<file path="src/rtl/kgp_multicycle_controller.sv">
// kgp_multicycle_controller: multi-cycle control FSM for the KGP-RISC core.
// Steps each instruction through FETCH, DECODE, EXEC, MEM and WB. It drives the
// ALU class code and the register-file, PC, IR and memory strobes. Every access
// on the unified memory port waits for mem_ready, with a timeout into ERROR.
// Optional build macro KGP_PERF_CNT_EN adds the cycle and retired-instruction
// counters. When it is undefined, both counter ports read zero.
module kgp_multicycle_controller #(
  parameter int TIMEOUT = 16,
  parameter int CNT_W   = 8
) (
  input  logic        clk,
  input  logic        rst,
  input  logic        start,
  input  logic [5:0]  opcode,
  input  logic        zero_flag,
  input  logic        mem_ready,
  output logic [2:0]  aluop,
  output logic        alu_src_imm,
  output logic        mem_read,
  output logic        mem_write,
  output logic        ir_write,
  output logic        pc_write,
  output logic        pc_src,
  output logic        reg_write,
  output logic        mem_to_reg,
  output logic        busy,
  output logic        halted,
  output logic        error,
  output logic [31:0] cycle_count,
  output logic [31:0] instr_count
);

  typedef enum logic [2:0] {
    S_IDLE, S_FETCH, S_DECODE, S_EXEC, S_MEM, S_WB, S_HALT, S_ERROR
  } state_t;

  localparam logic [5:0] OP_ARITH = 6'b000000;
  localparam logic [5:0] OP_LOGIC = 6'b000001;
  localparam logic [5:0] OP_SHIFT = 6'b000010;
  localparam logic [5:0] OP_ADDI  = 6'b000011;
  localparam logic [5:0] OP_LOAD  = 6'b000100;
  localparam logic [5:0] OP_STORE = 6'b000101;
  localparam logic [5:0] OP_BEQZ  = 6'b000110;
  localparam logic [5:0] OP_HALT  = 6'b111111;

  localparam logic [2:0] ALU_ARITH = 3'b000;
  localparam logic [2:0] ALU_LOGIC = 3'b001;
  localparam logic [2:0] ALU_SHIFT = 3'b010;
  localparam logic [2:0] ALU_NOP   = 3'b011;
  localparam logic [2:0] ALU_ADD   = 3'b100;
  localparam logic [2:0] ALU_SUB   = 3'b101;

  // The count value of the last allowed wait cycle. If mem_ready is still low
  // in that cycle, the access has timed out.
  localparam logic [CNT_W-1:0] WAIT_LAST = CNT_W'(TIMEOUT - 1);

  state_t           state, state_nx;
  logic [5:0]       op_q;
  logic [CNT_W-1:0] wait_cnt, wait_cnt_nx;
  logic             wait_expired;

  assign wait_expired = (wait_cnt == WAIT_LAST);

  // State, latched opcode and memory wait counter registers.
  always_ff @(posedge clk or posedge rst) begin
    if (rst) begin
      state    <= S_IDLE;
      op_q     <= '0;
      wait_cnt <= '0;
    end else begin
      // NOTE: sequential state uses non-blocking assignments. Every register then
      // samples pre-edge values, and the result does not depend on process order.
      state    <= state_nx;
      wait_cnt <= wait_cnt_nx;
      if (state == S_DECODE) op_q <= opcode;
    end
  end

  // Next-state and strobe decode from state, op_q and the memory handshake.
  always_comb begin
    // NOTE: every output gets a default before the case statement. A path that
    // does not mention a signal then cannot infer a latch.
    state_nx    = state;
    wait_cnt_nx = '0;
    aluop       = ALU_NOP;
    alu_src_imm = 1'b0;
    mem_read    = 1'b0;
    mem_write   = 1'b0;
    ir_write    = 1'b0;
    pc_write    = 1'b0;
    pc_src      = 1'b0;
    reg_write   = 1'b0;
    mem_to_reg  = 1'b0;

    case (state)
      S_IDLE: begin
        if (start) state_nx = S_FETCH;
      end

      S_FETCH: begin
        mem_read = 1'b1;
        if (mem_ready) begin
          ir_write = 1'b1;
          pc_write = 1'b1;
          state_nx = S_DECODE;
        end else if (wait_expired) begin
          state_nx = S_ERROR;
        end else begin
          wait_cnt_nx = wait_cnt + CNT_W'(1);
        end
      end

      S_DECODE: begin
        // op_q is loaded in this cycle, so branch on the live opcode field.
        case (opcode)
          OP_ARITH, OP_LOGIC, OP_SHIFT, OP_ADDI,
          OP_LOAD, OP_STORE, OP_BEQZ: state_nx = S_EXEC;
          OP_HALT:                    state_nx = S_HALT;
          default:                    state_nx = S_ERROR;
        endcase
      end

      S_EXEC: begin
        case (op_q)
          OP_ARITH: begin aluop = ALU_ARITH; state_nx = S_WB; end
          OP_LOGIC: begin aluop = ALU_LOGIC; state_nx = S_WB; end
          OP_SHIFT: begin aluop = ALU_SHIFT; state_nx = S_WB; end
          OP_ADDI: begin
            aluop       = ALU_ADD;
            alu_src_imm = 1'b1;
            state_nx    = S_WB;
          end
          OP_LOAD, OP_STORE: begin
            aluop       = ALU_ADD;
            alu_src_imm = 1'b1;
            state_nx    = S_MEM;
          end
          OP_BEQZ: begin
            aluop    = ALU_SUB;
            pc_write = zero_flag;
            pc_src   = zero_flag;
            state_nx = S_FETCH;
          end
          default: state_nx = S_ERROR;
        endcase
      end

      S_MEM: begin
        // Keep the address computation stable for the whole access.
        aluop       = ALU_ADD;
        alu_src_imm = 1'b1;
        if (op_q == OP_STORE) mem_write = 1'b1;
        else                  mem_read  = 1'b1;
        if (mem_ready) begin
          state_nx = (op_q == OP_STORE) ? S_FETCH : S_WB;
        end else if (wait_expired) begin
          state_nx = S_ERROR;
        end else begin
          wait_cnt_nx = wait_cnt + CNT_W'(1);
        end
      end

      S_WB: begin
        reg_write  = 1'b1;
        mem_to_reg = (op_q == OP_LOAD);
        state_nx   = S_FETCH;
      end

      S_HALT, S_ERROR: state_nx = state;

      default: state_nx = S_IDLE;
    endcase
  end

  assign busy   = (state inside {S_FETCH, S_DECODE, S_EXEC, S_MEM, S_WB});
  assign halted = (state == S_HALT);
  assign error  = (state == S_ERROR);

`ifdef KGP_PERF_CNT_EN
  logic retire;

  // An instruction retires when control returns to FETCH from an execute-side state.
  assign retire = (state inside {S_EXEC, S_MEM, S_WB}) && (state_nx == S_FETCH);

  // Free-running performance counters. They wrap naturally at 2^32.
  always_ff @(posedge clk or posedge rst) begin
    if (rst) begin
      cycle_count <= '0;
      instr_count <= '0;
    end else begin
      if (busy)   cycle_count <= cycle_count + 32'd1;
      if (retire) instr_count <= instr_count + 32'd1;
    end
  end
`else
  assign cycle_count = '0;
  assign instr_count = '0;
`endif

endmodule

</file>
<file path="config.mk">
export PLATFORM = sky130hd
export DESIGN_NAME = kgp_multicycle_controller
export DESIGN_NICKNAME = d
export VERILOG_FILES = /design/src/rtl/kgp_multicycle_controller.sv
export SDC_FILE = /design/constraint.sdc
export NUM_CORES = 1
export LEC_CHECK = 0
export BUFFER_PORTS_ARGS = -buffer_cell sky130_fd_sc_hd__buf_2
export CAP_MARGIN = 20
export CORE_MARGIN = 2
export CORE_UTILIZATION = 40
export CTS_CLUSTER_DIAMETER = 100
export DETAILED_ROUTE_END_ITERATION = 16
export GPL_TIMING_DRIVEN = 1
export PLACE_DENSITY = 0.77
export SYNTH_ARGS = -nofsm -noshare
export SYNTH_HDL_FRONTEND = slang
export SYNTH_SLANG_ARGS = --single-unit
</file>
<file path="constraint.sdc">
create_clock -name clk -period 1.4 [get_ports clk]
set_input_delay 0.28 -clock clk [delete_from_list [all_inputs] [get_ports clk]]
set_output_delay 0.28 -clock clk [all_outputs]
set_load 0.05 [all_outputs]
</file>
==> flow_summary.ini, run 1 <==
[power_and_ir_drop]
leakage_nw = 1.09
ir_worst_vdd_mv = 1.15
swShare_pct = 49.0
p_seq_share_pct = 19.2
power_mw = 4.20
p_int_mw = 2.14
power.density_nw_per_um2 = 1890
power_switching_mw = 2.06
comb_power_share_pct = 71.7
clockPowerShare_pct = 9.1

[synth]
syn_area_per_cell_um2 = 8.42
synth_enable_flop_cells = 0
synth_cells = 183
async_reset_ff_share_pct = 100
ys_ff_latch = 17
ys_seq_area_share_pct = 27.6
synth_area_um2 = 1540
yosys.cell_types.count = 43
synth-main-ff-cell = dfrtp_1
ys.warnings.count = 0

[global_routing]
grt_pass1_vias = 1204
antenna_found_initial = 0
grt_max_degree = 18
grt_use_total_pct = 15.9
grt_overflow = 0
grt_pass1_wl_um = 5400

[timing]
hold_viol_final = 0
finalMaxSlewViolations = 0
finClkSkew_ns = 0.00500
setup_viol = 21
fmax_mhz = 522
min_period_ns = 1.92
setup_tns_ns = -5.39
period_share_pct = 137
rsz0062_at_grt = yes
layout_setup_ws_ns = -0.517
fin_hold_ws_ns = 0.0224

[clock_tree]
ctsLongestPathBuffers = 2
root_buffer = clkbuf_8
cts_hold_buf = 0
clock_sinks = 17
cts_made_buffers = 3
h-tree-depth = 1
cts_tree = built
clkTransAtPathRegs_ns = 0.08
clkLatencyLatePin_ns = 0.25

[worst_setup_path]
slowest_delay_ns = 0.41
critPathLaunch = op_q[5]
cp.arrival_ns = 1.64
required_ns = 1.12
cp_cell_sequence = nor3_4 > and3_4 > a21oi_1 > a31o_2 > buf_6
slowest_stage = dfrtp_1
endpoint_kind = primary output
r2r_slack_ns = -0.18
r2r_start = state[2]
crit_fanout = 5
crit_type = reg2out
start_kind = register

[route]
drt_iter0_drc = 30
firstDrtPassIters = 5
viasPerCell = 4.38
wl_per_cell_um = 12.1
routed_wl_um = 3550
vias = 1278
postRouteAntennaNets = 0
drc = 0

[outcome]
violations = setup timing
status = finished with violations

[cells_and_area]
drive_above_1_share_pct = 48.0
antennaDiodeCount = 0
final_common_cell = conb_1
finalCoreUtilization_pct = 60.4
area_growth_pct = 44.7
fillerInstances = 332
layout_common_cells = conb_1, buf_4, buf_6
nets = 257

[flow_run]
drv_cap = 0

[floorplanning]
coreArea_um2 = 3690
dieArea_um2 = 4360
die_h_um = 66.1
io_pins = 89
rows = 22
die_width_um = 66.1
initial_utilization_pct = 41.8

[placed_design]
port_buffers = 24
place_congestion = 0.803
place_hpwl_um = 2300

[worst_hold_path]
hp-class = in2async
## stage by stage
stage	cell area, um2	std cells	worst slack (ns)
CTS	2060	286	-0.510
global placement	1730	275	-0.387
finish	2230	292	-0.517
global route	2230	292	-0.593
detailed placement	1730	275	-0.424
floorplan	1860	246	-0.335
## what timing repair did
action,4_1_cts,5_1_grt
buffers inserted,7,8
endpoints found under the setup margin,27,28
resized for setup,63,32
pin swaps,10,15
## path summary, 6_finish.rpt
kind                               end  cells past startpoint
max                           aluop[0]                      5
min                            op_q[2]                      3
max reg2reg                   state[0]                      7
min reg2reg                wait_cnt[0]                      1
max in group asynchronous     state[1]                      3
min in group clk               op_q[1]                      3
## cell type report
class	count	area, um2	area share (%)
inverter	3	11.3	0.505
clock inverter	1	7.51	0.337
timing repair buffer	63	591	26.5
multi-input combinational	157	1090	48.9
sequential	17	428	19.2
tap	48	60.1	2.70
clock buffer	3	41.3	1.85
## registers in the layout, summed over array words and instances (netlist names)
register  count
state         3
op_q          6
wait_cnt      8
## critical path: cells and delay by family (launching register included)
| kind | cells | cell delay [ns] |
|---|---|---|
| compound gates | 2 | 0.30 |
| buf+inv | 1 | 0.15 |
| flops | 1 | 0.41 |
| simple gates | 2 | 0.52 |
## power by group through the flow
| stage | Combinational, mW | Sequential, mW | Clock [mW] |
|---|---|---|---|
| floorplan | 1.76 | 0.725 | 0 |
| global placement | 2.11 | 0.778 | 0 |
| detailed placement | 2.14 | 0.784 | 0 |
| CTS | 2.75 | 0.794 | 0.389 |
| global route | 3.17 | 0.822 | 0.417 |
| finish | 3.01 | 0.806 | 0.384 |
## metal layers
layer / GRT usage (%) / share of wire (%)
met1: 19.2 / 39
met2: 28.5 / 54
met3: 2.56 / 6.2
met4: 5.36 / 0.76
met5: 0 / 0
## cells by family (layout without fill, tap and decap cells)
| group | Yosys count | count (layout) | synth area share, % |
|---|---|---|---|
| buf+inv | 72 | 70 | 33.4 |
| xor+xnor | 6 | 6 | 3.41 |
| mux | 5 | 5 | 3.66 |
| other cells | 1 | 64 | 0.243 |
| simple gates | 61 | 61 | 21.6 |
| flops | 17 | 17 | 27.6 |
| fa+ha+maj | 1 | 1 | 0.812 |
| compound gates | 20 | 20 | 9.26 |
## Yosys cell counts (3+ instances only)
cell type,number,area share [%]
nor2_1,17,4.1
nand2_1,6,1.5
nand3_1,8,2.6
nor3_1,4,1.3
xor2_1,4,2.3
and3_1,4,1.6
buf_2,3,0.97
a21oi_1,4,1.3
inv_1,3,0.73
mux2_2,5,3.7
o21ai_0,4,1.3
nand2b_1,6,2.4
buf_4,64,31
dfrtp_1,17,28
Power figures use the tool's default switching activity.
==> inputs of run 2 (changes only) <==
CTS_CLUSTER_SIZE = 8   (was unset)
PLACE_DENSITY = 0.78   (was 0.77)
clock period = 1.59 ns   (was 1.4 ns; I/O delays follow)
==> run 2 against run 1 <==
The run still ends with setup timing left. Design area down 10%. First-iteration DRC count up 20%. Final cell count down 3.1%. Die area unchanged. Clock-buffer cell count up 1. Flip-flop and latch count unchanged. Sequential power down 13%. Critical path type unchanged. Critical endpoint unchanged. Largest power group unchanged.
==> flow_summary.ini, run 2 (same netlist as run 1, synthesis figures left out) <==
[outcome]
status = finished with violations
violations = setup timing

[cells_and_area]
nets = 248
area_growth_pct = 29.7
seqCellArea_um2 = 427
drive_above_1_share_pct = 37.9
final_common_cell = conb_1
top_regs = wait_cnt x8, op_q x6, state x3
largest_reg_flops = 8
regMostFlops = wait_cnt
layout_common_cells = conb_1, buf_4, buf_6
multiInputGateArea_um2 = 983
antennaDiodeCount = 0
finalCoreUtilization_pct = 54.1
fillerInstances = 325

[route]
drc = 0
routed_wl_um = 3070
vias = 1246
drt_iter0_drc = 36
firstDrtPassIters = 4
viasPerCell = 4.40
wl_per_cell_um = 10.9
postRouteAntennaNets = 0

[timing]
fmax_mhz = 518
period_share_pct = 121
hold_viol_final = 0
finClkSkew_ns = 0.00584
layout_setup_ws_ns = -0.339
setup_viol = 9
min_period_ns = 1.93
rsz0062_at_grt = yes
finalMaxSlewViolations = 0

[placed_design]
port_buffers = 24
place_hpwl_um = 2220
post-place-ws_ns = -0.155
place_congestion = 0.825

[global_routing]
grt_overflow = 0
grt_pass1_vias = 1067
globalRoute.busiestLayer = met2
antenna_found_initial = 0
met2_usage_pct = 22.1
grt_util_met3_pct = 3.24
grt_max_degree = 18
grt_use_total_pct = 14.4
grt_use_met1_pct = 19.9
grt_pass1_wl_um = 4860

[worst_setup_path]
crit_type = reg2out
cp_cell_sequence = nor3_4 > and3_4 > a21oi_1 > a31o_4 > buf_6
slowest_delay_ns = 0.41
start_kind = register
slowest_stage = dfrtp_1
endpoint_kind = primary output
cp.arrival_ns = 1.61
required_ns = 1.27
crit_fanout = 5

[floorplanning]
io_pins = 89
die_width_um = 66.1
dieArea_um2 = 4360
die_h_um = 66.1
rows = 22
initial_utilization_pct = 41.8
coreArea_um2 = 3690

[power_and_ir_drop]
power.density_nw_per_um2 = 1690
ir_worst_vdd_mv = 0.842
leakage_nw = 0.982
p_int_mw = 1.70
p_seq_share_pct = 20.8
swShare_pct = 49.8
comb_power_share_pct = 69.9
clockPowerShare_pct = 9.3
power_switching_mw = 1.68
power_mw = 3.38

[clock_tree]
h-tree-depth = 1
root_buffer = clkbuf_8
clkTransAtPathRegs_ns = 0.07
ctsLongestPathBuffers = 2
clkLatencyLatePin_ns = 0.25
cts_tree = built
cts_hold_buf = 0
cts_made_buffers = 3
clock_sinks = 17

[worst_hold_path]
hp-class = in2async

[flow_run]
drv_cap = 0
run 2: through the flow:
step                      hold WS [ns]  area [um2]  setup TNS (ns)  std cells
after floorplan                  0.244        1860          -0.603        246
after global placement           0.339        1660          -0.489        266
after detailed placement         0.341        1660          -0.781        266
after CTS                       0.0688        1930           -2.34        277
after global routing            0.0874        2000           -3.40        283
final                           0.0651        2000           -2.56        283
run 2: what timing repair did:
item	in CTS	in global routing
gates resized for setup	46	9
buffers inserted	7	6
endpoints found under the setup margin	13	21
pin swaps	8	3
run 2: layout make-up:
type                            count  area share, %
Multi-Input combinational cell    157           49.2
Timing Repair Buffer               54           23.6
Sequential cell                    17           21.4
Tap cell                           48           3.01
Clock buffer                        4           2.26
Inverter                            3          0.564
run 2: worst paths after layout:
kind,start,slack (ns),depth (start not counted),to
worst min-delay path,rst,0.07,3,wait_cnt[0]
min in group clk,opcode[1],0.30,3,op_q[1]
worst min register to register,wait_cnt[0],0.45,1,wait_cnt[0]
max in group asynchronous,rst,1.32,3,state[1]
worst max register to register,state[0],0.06,5,state[0]
worst max-delay path,op_q[4],-0.34,5,aluop[0]
run 2: metal layers:
layer  wire length [um]  share of wire, %
met5                  0                 0
met2               1540                50
met3                230               7.5
met4                 53               1.7
met1               1250                41
run 2: worst max-delay path: cells and delay by family (launching register included):
kind | cells | cell delay [ns]
buffers and inverters | 1 | 0.15
and+or+nand+nor | 2 | 0.51
DFF | 1 | 0.41
AOI/OAI and AO/OA | 2 | 0.29
run 2: power by group through the flow:
| stage | combinational [mW] | sequential [mW] | clock [mW] |
|---|---|---|---|
| 5_1_grt | 2.49 | 0.717 | 0.356 |
| 2_1_floorplan | 1.56 | 0.636 | 0 |
| 4_1_cts | 2.20 | 0.692 | 0.330 |
| 3_5_place_dp | 1.81 | 0.688 | 0 |
| 6_report | 2.36 | 0.702 | 0.316 |
| 3_3_place_gp | 1.79 | 0.683 | 0 |
==> inputs of run 3 (changes only) <==
--- a/config.mk
+++ b/config.mk
@@ -15,3 +15,3 @@
 export GPL_TIMING_DRIVEN = 1
-export PLACE_DENSITY = 0.78
+export PLACE_DENSITY_LB_ADDON = 0.3
 export SYNTH_ARGS = -nofsm -noshare
==> constraint.sdc (replaced) <==
create_clock -name clk -period 1.59 [get_ports clk]
set_input_delay 0.0795 -clock clk [delete_from_list [all_inputs] [get_ports clk]]
set_output_delay 0.0795 -clock clk [all_outputs]
set_load 0.05 [all_outputs]
==> run 3 against run 2 <==
Sequential share of layout area up 3.2 points. Design area down 13%. Highest routed layer unchanged. The run still ends with setup timing left. Sequential power about the same. Final cell count down 6.7%.
==> flow_summary.ini, run 3 (same netlist as run 1, synthesis figures left out) <==
[cells_and_area]
drive_above_1_share_pct = 29.6
fillerInstances = 374
nets = 229
largest_reg_flops = 8
area_growth_pct = 12.8
final_cell_area_um2 = 1740
top_regs = wait_cnt x8, op_q x6, state x3
final_common_cell = conb_1
layout_common_cells = conb_1, dfrtp_1, nor2_1
regMostFlops = wait_cnt
antennaDiodeCount = 0

[route]
viasPerCell = 4.25
drt_iter0_drc = 12
vias = 1123
postRouteAntennaNets = 0
drc = 0
wl_per_cell_um = 10.2
firstDrtPassIters = 4
routed_wl_um = 2700

[global_routing]
antenna_found_initial = 0
grt_max_degree = 18
grt_use_total_pct = 13.2
grt_pass1_vias = 1026
grt_overflow = 0
grt_pass1_wl_um = 4510

[floorplanning]
dieArea_um2 = 4360
die_width_um = 66.1
initial_utilization_pct = 41.8
coreArea_um2 = 3690
rows = 22
io_pins = 89
die_h_um = 66.1

[worst_setup_path]
r2r_slack_ns = 0.05
r2r_start = state[0]
crit_type = reg2out
reg2reg_to = state[0]
required_ns = 1.51
crit_fanout = 5
cp.arrival_ns = 1.62
start_kind = register
endpoint_kind = primary output
rr_worst_depth = 5

[placed_design]
place_congestion = 0.807
post-place-ws_ns = 0.0514
place_hpwl_um = 2120
dpl-instance-area_um2 = 1560
port_buffers = 24

[worst_hold_path]
whs_path_depth = 3
hold_end = op_q[1]
hp-class = in2reg
min_from = opcode[1]

[clock_tree]
h-tree-depth = 1
clkTransAtPathRegs_ns = 0.07
cts_made_buffers = 3
clkLatencyLatePin_ns = 0.25
root_buffer = clkbuf_8
cts_tree = built
clock_sinks = 17
ctsLongestPathBuffers = 2

[power_and_ir_drop]
ir_worst_vdd_mv = 1.04
leakage_nw = 0.866
power_mw = 2.83
power.density_nw_per_um2 = 1630

[outcome]
violations = setup timing
status = finished with violations

[timing]
period_share_pct = 107
rsz0062_at_grt = yes
setup_tns_ns = -0.423
hold_viol_final = 0
layout_setup_ws_ns = -0.108
finalMaxSlewViolations = 0
fin_hold_ws_ns = 0.0594
fmax_mhz = 589
setup_viol = 7
slew_headroom_pct = 54.1
tightestPinTransition_ns = 0.688
min_period_ns = 1.70
finClkSkew_ns = 0.00105

[flow_run]
drv_cap = 0
==> run 3: routing by layer <==
metal / wire length (um) / GRT usage [%]
met5: 0 / 0
met4: 27 / 5.10
met3: 199 / 1.70
met2: 1260 / 22.2
met1: 1220 / 17.1
==> run 3: where the power goes <==
group          internal (mW)  total, mW  leakage, nW  switching, mW
sequential             0.550      0.703        0.215          0.153
clock                  0.173      0.319       0.0255          0.145
combinational          0.587       1.81        0.625           1.22
total                   1.31       2.83        0.866           1.52
==> run 3: metrics by stage <==
stage,utilization [%],instances
2_1_floorplan,-,246
3_3_place_gp,42.3,257
3_5_place_dp,42.3,257
4_1_cts,45.8,264
5_1_grt,47.1,264
6_report,47.1,264
==> run 3: cell type report <==
cell class | count | area [um2] | area share (%)
Inverter | 3 | 11.3 | 0.648
Multi-Input combinational cell | 157 | 930 | 53.5
Clock inverter | 1 | 5.00 | 0.288
Clock buffer | 3 | 41.3 | 2.38
Timing Repair Buffer | 35 | 264 | 15.2
Tap cell | 48 | 60.1 | 3.46
Sequential cell | 17 | 427 | 24.5
==> run 3: worst max-delay path, cell delays in order, from the launching register on <==
cell     delay (ns)
dfrtp_1        0.41
nor3_4         0.29
and3_4         0.25
and3_4         0.17
or2_4          0.11
buf_8          0.13
==> run 3: how the worst max path moves through the flow <==
| stage | slack, ns | endpoint | startpoint | cells past startpoint |
|---|---|---|---|---|
| 2_1_floorplan | -0.009 | mem_write | state[1] | 3 |
| 3_3_place_gp | 0.07 | state[0] | state[2] | 4 |
| 3_5_place_dp | 0.05 | pc_write | op_q[5] | 5 |
| 4_1_cts | -0.11 | pc_write | op_q[4] | 5 |
| 5_1_grt | -0.17 | pc_write | op_q[5] | 5 |
| 6_report | -0.11 | pc_write | op_q[5] | 5 |
==> run 3: what timing repair did <==
| action | in CTS | in global routing |
|---|---|---|
| hold endpoints to repair | 17 | 0 |
| resized for setup | 18 | 13 |
| hold buffers | 1 | 0 |
| pin swaps | 6 | 5 |
| setup buffers | 2 | 1 |
| endpoints found under the setup margin | 10 | 13 |
